[src/rtl/rcpu_pkg.sv]
// Shared constants and types for the rcpu RAM subsystem: RAM geometry, startup default,
// read-owner encoding and the startup FSM state type.
package rcpu_pkg;

  localparam int unsigned RAM_WORDS       = 4096;
  localparam int unsigned WORD_W          = 16;
  localparam int unsigned STARTUP_DEFAULT = 41;

  typedef logic [WORD_W-1:0] word_t;

  // Which port owns the read data returning from the RAM this cycle.
  localparam logic [1:0] OWN_NONE = 2'd0;
  localparam logic [1:0] OWN_A    = 2'd1;
  localparam logic [1:0] OWN_B    = 2'd2;

  typedef enum logic {
    StStartup,
    StRun
  } startup_state_e;

endpackage

[src/rtl/startup_delay.sv]
// Holds off RAM traffic until pll_lock has been high for STARTUP_CYCLES cycles; then latches
// started until the next reset. STARTUP_CYCLES must be at least 1.
module startup_delay
  import rcpu_pkg::*;
#(
  parameter int unsigned STARTUP_CYCLES = STARTUP_DEFAULT
) (
  input  logic clk,
  input  logic resetq,
  input  logic pll_lock,
  output logic started
);

  localparam int unsigned CntW = $clog2(STARTUP_CYCLES + 1);

  startup_state_e state_q, state_d;
  logic [CntW-1:0] cnt_q, cnt_d;

  always_comb begin
    state_d = state_q;
    cnt_d   = cnt_q;
    unique case (state_q)
      StStartup: begin
        // Lock cycles need not be contiguous: the count only pauses while unlocked.
        if (pll_lock) begin
          if (cnt_q == CntW'(STARTUP_CYCLES - 1)) begin
            state_d = StRun;
          end else begin
            cnt_d = cnt_q + 1'b1;
          end
        end
      end
      StRun: begin
        state_d = StRun;
      end
    endcase
  end

  always_ff @(posedge clk) begin
    if (!resetq) begin
      state_q <= StStartup;
      cnt_q   <= '0;
    end else begin
      state_q <= state_d;
      cnt_q   <= cnt_d;
    end
  end

  assign started = (state_q == StRun);

endmodule

[src/rtl/ram_arbiter.sv]
// Two-port arbiter in front of the shared 4096x16 block RAM, gated by startup_delay.
// Define RAM_ARB_RR_EN for round-robin; otherwise A has priority with a MAX_WAIT guard for B.
module ram_arbiter
  import rcpu_pkg::*;
#(
  parameter int unsigned STARTUP_CYCLES = STARTUP_DEFAULT,
  parameter int unsigned MAX_WAIT       = 8,
  parameter int unsigned AW             = 16
) (
  input  logic          clk,
  input  logic          resetq,
  input  logic          pll_lock,
  output logic          started,

  input  logic          a_req,
  input  logic          a_we,
  input  logic [AW-1:0] a_addr,
  input  word_t         a_wdata,
  output logic          a_ready,
  output word_t         a_rdata,
  output logic          a_rvalid,

  input  logic          b_req,
  input  logic          b_we,
  input  logic [AW-1:0] b_addr,
  input  word_t         b_wdata,
  output logic          b_ready,
  output word_t         b_rdata,
  output logic          b_rvalid,

  output logic          mem_read_enable,
  output logic          mem_write_enable,
  output logic [AW-1:0] mem_read_address,
  output logic [AW-1:0] mem_write_address,
  output word_t         mem_write_data,
  input  word_t         mem_read_data
);

  logic run;
  logic gnt_a, gnt_b, gnt;
  logic pick_b;

  startup_delay #(
    .STARTUP_CYCLES(STARTUP_CYCLES)
  ) u_startup (
    .clk     (clk),
    .resetq  (resetq),
    .pll_lock(pll_lock),
    .started (started)
  );

  // Gating with resetq keeps the cycle in which reset is being applied completely quiet.
  assign run = started & resetq;

  always_comb begin
    gnt_a = 1'b0;
    gnt_b = 1'b0;
    if (run) begin
      if (a_req && b_req) begin
        gnt_b = pick_b;
        gnt_a = ~pick_b;
      end else begin
        gnt_a = a_req;
        gnt_b = b_req;
      end
    end
  end

`ifdef RAM_ARB_RR_EN
  // Remembers the last granted port; the wait counter is not needed in this mode.
  logic last_b_q, last_b_d;

  assign pick_b = ~last_b_q;

  always_comb begin
    last_b_d = last_b_q;
    if (gnt_a) begin
      last_b_d = 1'b0;
    end else if (gnt_b) begin
      last_b_d = 1'b1;
    end
  end

  always_ff @(posedge clk) begin
    if (!resetq) begin
      last_b_q <= 1'b0;
    end else begin
      last_b_q <= last_b_d;
    end
  end
`else
  localparam int unsigned WaitW = (MAX_WAIT > 0) ? $clog2(MAX_WAIT + 1) : 1;

  logic [WaitW-1:0] wait_q, wait_d;

  // A saturated counter both forces the B grant and stops counting.
  assign pick_b = (wait_q == WaitW'(MAX_WAIT));

  always_comb begin
    wait_d = '0;
    if (b_req && !gnt_b) begin
      wait_d = pick_b ? wait_q : wait_q + 1'b1;
    end
  end

  always_ff @(posedge clk) begin
    if (!resetq) begin
      wait_q <= '0;
    end else begin
      wait_q <= wait_d;
    end
  end
`endif

  logic          sel_we;
  logic [AW-1:0] sel_addr;
  word_t         sel_wdata;
  logic [AW-1:0] raddr_q, waddr_q;
  word_t         wdata_q;
  logic [1:0]    owner_q, owner_d;
  word_t         a_rdata_q, b_rdata_q;

  assign gnt       = gnt_a | gnt_b;
  assign sel_we    = gnt_b ? b_we    : a_we;
  assign sel_addr  = gnt_b ? b_addr  : a_addr;
  assign sel_wdata = gnt_b ? b_wdata : a_wdata;

  assign a_ready = gnt_a;
  assign b_ready = gnt_b;

  assign mem_write_enable  = gnt & sel_we;
  assign mem_read_enable   = gnt & ~sel_we;
  // Address and data buses hold their last value on idle cycles to avoid needless toggling.
  assign mem_write_address = mem_write_enable ? sel_addr  : waddr_q;
  assign mem_write_data    = mem_write_enable ? sel_wdata : wdata_q;
  assign mem_read_address  = mem_read_enable  ? sel_addr  : raddr_q;

  always_comb begin
    owner_d = OWN_NONE;
    if (mem_read_enable) begin
      owner_d = gnt_b ? OWN_B : OWN_A;
    end
  end

  assign a_rvalid = resetq & (owner_q == OWN_A);
  assign b_rvalid = resetq & (owner_q == OWN_B);
  assign a_rdata  = a_rvalid ? mem_read_data : a_rdata_q;
  assign b_rdata  = b_rvalid ? mem_read_data : b_rdata_q;

  always_ff @(posedge clk) begin
    if (!resetq) begin
      raddr_q   <= '0;
      waddr_q   <= '0;
      wdata_q   <= '0;
      owner_q   <= OWN_NONE;
      a_rdata_q <= '0;
      b_rdata_q <= '0;
    end else begin
      raddr_q   <= mem_read_address;
      waddr_q   <= mem_write_address;
      wdata_q   <= mem_write_data;
      owner_q   <= owner_d;
      a_rdata_q <= a_rdata;
      b_rdata_q <= b_rdata;
    end
  end

endmodule

[config.mk]
export PLATFORM = sky130hd
export DESIGN_NAME = ram_arbiter
export DESIGN_NICKNAME = d
export VERILOG_FILES = /design/src/rtl/rcpu_pkg.sv /design/src/rtl/startup_delay.sv /design/src/rtl/ram_arbiter.sv
export SDC_FILE = /design/constraint.sdc
export NUM_CORES = 1
export LEC_CHECK = 0
export ABC_AREA = 1
export CORE_UTILIZATION = 40
export CTS_CLUSTER_SIZE = 16
export DETAILED_ROUTE_END_ITERATION = 16
export GPL_ROUTABILITY_DRIVEN = 0
export PLACE_DENSITY = 0.81
export SYNTH_ARGS = -nofsm -noshare
export SYNTH_HDL_FRONTEND = slang
export SYNTH_SLANG_ARGS = --single-unit
[constraint.sdc]
create_clock -name clk -period 4.7 [get_ports clk]
set_input_delay 0.94 -clock clk [delete_from_list [all_inputs] [get_ports clk]]
set_output_delay 0.94 -clock clk [all_outputs]
set_load 0.005 [all_outputs]
==> impl_metrics.csv <==
group,metric,value,unit
pwr,leakage,0.004124,µW
yosys,synth_commonest_cells,"216 x inv_1, 182 x nand2_1, 93 x dfxtp_1",
yosys,synthCells,802,
global_routing,grt_max_degree,85,
die,die_area,12720,µm²
timing,fin_crit,4.364,ns
timing,rsz0062_at_grt,"no",
detailed_routing,drt_iter0_markers,377,
timing,fmax,229.1,MHz
cts,post_cts_resized,0,
die,start_util,0.4088,
final_layout,design_area,7096,µm²
global_routing,grt_pass1_wl,21930,µm
cts,cts_made_buffers,9,
final_layout,area_growth,44.52,%
cts,cts-htree-levels,3,
final_layout,finalCoreUtilization,0.5907,
timing,worstMarginPinSlew,0.8993,ns
critical_path,worstPathArrival,3.42,ns
die,die_h,112.8,µm
yosys,synth_cell_types,27,
yosys,yosysMostFrequentCell,"inv_1",
timing,tns,0,ns
final_layout,final_nets,1054,
global_routing,overflow,0,
final_layout,post_layout_nonfiller_instances,1115,
yosys,synth_edf_count,0,
timing,post-route-period-util,0.9286,
place,placed_cells,1099,
critical_path,critPathMaxStageDelay,0.52,ns
place,dp_hpwl,9323,µm
critical_path,critPathMaxFanout,28,
yosys,syn-mean-instance-area,6.122,µm²
critical_path,endpoint_kind,"output pin",
timing,skew,0.008009,ns
place,placed_area,6771,µm²
global_routing,grt_pass1_vias,4685,
detailed_routing,antenna_left,0,
cts,cts_root_buffer,"clkbuf_16",
yosys,seq_area_frac_synth,0.3792,
job,cap_violations,0,
cts,cts.sinks,93,
cts,path_clk_slew,0.07,ns
cts,ctsHoldBuffers,0,
yosys,ys.flop_type,"dfxtp_1",
yosys,synth_warnings,0,
detailed_routing,via_count,5036,
cts,clock_latency,0.33,ns
place,port_buffers,173,
detailed_routing,drt-total-wl,13230,µm
critical_path,required,3.76,ns
global_routing,antenna_found_initial,0,
yosys,yosys.area.top_type,"dfxtp_1",
yosys,yosys.area.top_type_share,0.3792,
timing,slew_headroom,0.4005,
detailed_routing,vias_per_cell,4.517,
final_layout,layout-drive-gt1-share,0.07438,
pwr,pwr_density_cell,242.5,nW/µm²
final_layout,antenna_cells,0,
critical_path,crit_type,"in2out",
die,core_area,12010,µm²
pwr,p_total,1721,µW
critical_path,cp-start-kind,"input pin",
yosys,synth-async-reset-ratio,0,
cts,cts_setup_buffers,0,
yosys,synthTopCellsByArea,"dfxtp_1 38%, inv_1 17%, nand2_1 14%, nand3_1 9.2%, nor2_1 6.6%",
cts,clock_path_buffers,2,
yosys,syn-num-nets,893,
detailed_routing,wl_per_cell,11.87,µm
global_routing,gr-usage-all-layers,0.2147,
die,placementRows,40,
timing,finalSetupViolations,0,
yosys,ys_ff_latch,93,
cts,cts_tree,"built",
status,status,"finished, final reports clean",
die,ios,174,
critical_path,crit_slowest_cell,"clkdlybuf4s50_1",
die,die_w,112.8,µm
detailed_routing,route.detailed.drc,0,
pwr,vdd_drop_max,0.1888,mV
yosys,synth_area,4910,µm²
critical_path,path_cells,"clkdlybuf4s50_1 -> inv_1 -> nor2_4 -> nand2_4 -> nand2_2 -> nand2_1 -> buf_12 -> nand3_1 -> nand2_1 -> inv_1 -> clkdlybuf4s50_1",
final_layout,fillerInstances,1160,
timing,finalMaxSlewViolations,0,
timing,finalHoldViolations,0,
detailed_routing,dr.pass1.iters,4,
min_path,hp-class,"reg2reg",
[final cells by class]
cell class              instances  area [µm²]  area share
clock buffers                  10       229.0     0.03227
well taps                     147       183.9     0.02592
multi-input cells             455        2069      0.2917
repair buffers                185        1834      0.2585
inverters                     219       822.0      0.1159
clock inverters                 6       95.09     0.01340
flip-flops and latches         93        1862      0.2624
[registers in the layout, summed over array words and instances (netlist names)]
| name | flops |
|---|---|
| a_rdata_q | 16 |
| b_rdata_q | 16 |
| raddr_q | 16 |
| waddr_q | 16 |
| wdata_q | 16 |
| u_startup.cnt_q | 6 |
| wait_q | 4 |
| owner_q | 2 |
| u_startup.started | 1 |
[path summary, 6_finish.rpt]
kind,depth (start not counted),slack [ns],startpoint,endpoint
worst max-delay path,11,0.34,b_req,mem_write_data[4]
worst min-delay path,2,0.48,u_startup.cnt_q[5],u_startup.cnt_q[5]
worst max register to register,11,2.38,wait_q[0],waddr_q[13]
worst min register to register,2,0.48,u_startup.cnt_q[5],u_startup.cnt_q[5]
[placed cells by master (no fill, tap or decap), types with 3 or more instances in the layout]
cell type        netlist  final
o21ai_0               25     25
nor2_1                86     86
ha_1                   4      4
clkbuf_16              0      9
nand2_1              182    182
inv_2                  3      3
or2_2                 32     32
o21ai_1                9      9
clkdlybuf4s50_1        0    173
buf_4                  1     11
a21oi_1                9      9
inv_1                216    216
dfxtp_1               93     93
nand3_1               90     90
nand2_2                5      5
clkinv_4               0      3
[critical path, delay by kind of cell]
family | cells | cell delay [ns]
buf+inv | 5 | 1.40
simple gates | 6 | 1.06
[per-layer routing]
layer	part of all wire	up-vias	GRT usage
met1	0.45	2193	0.2678
met2	0.47	182	0.3646
met5	0	-	0
met3	0.061	22	0.04499
li1	-	2639	-
met4	0.019	0	0.07911
[report_power, final]
group / switching (µW) / internal (µW) / total (µW)
clock network: 311 / 471 / 782
registers: 2.49 / 790 / 793
logic: 65.2 / 81.1 / 146
total: 378 / 1340 / 1720
[stage by stage]
step | setup slack (ns) | hold WS, ns
6_report | 0.3357 | 0.4776
3_5_place_dp | 0.3481 | 0.4649
2_1_floorplan | 1.898 | 0.4453
3_3_place_gp | 0.3847 | 0.4549
5_1_grt | 0.1681 | 0.5196
4_1_cts | 0.3517 | 0.4744
[kinds of logic after synthesis]
| group | after synthesis | share of synthesized area |
|---|---|---|
| AND/OR/NAND/NOR | 404 | 0.3606 |
| buffers and inverters | 254 | 0.1993 |
| flip-flops | 93 | 0.3792 |
| AO/OA/AOI/OAI | 44 | 0.04536 |
| adder cells (fa/ha/maj) | 4 | 0.01019 |
| XOR/XNOR | 3 | 0.005353 |
Note: power is estimated with default switching activity, not from simulation.
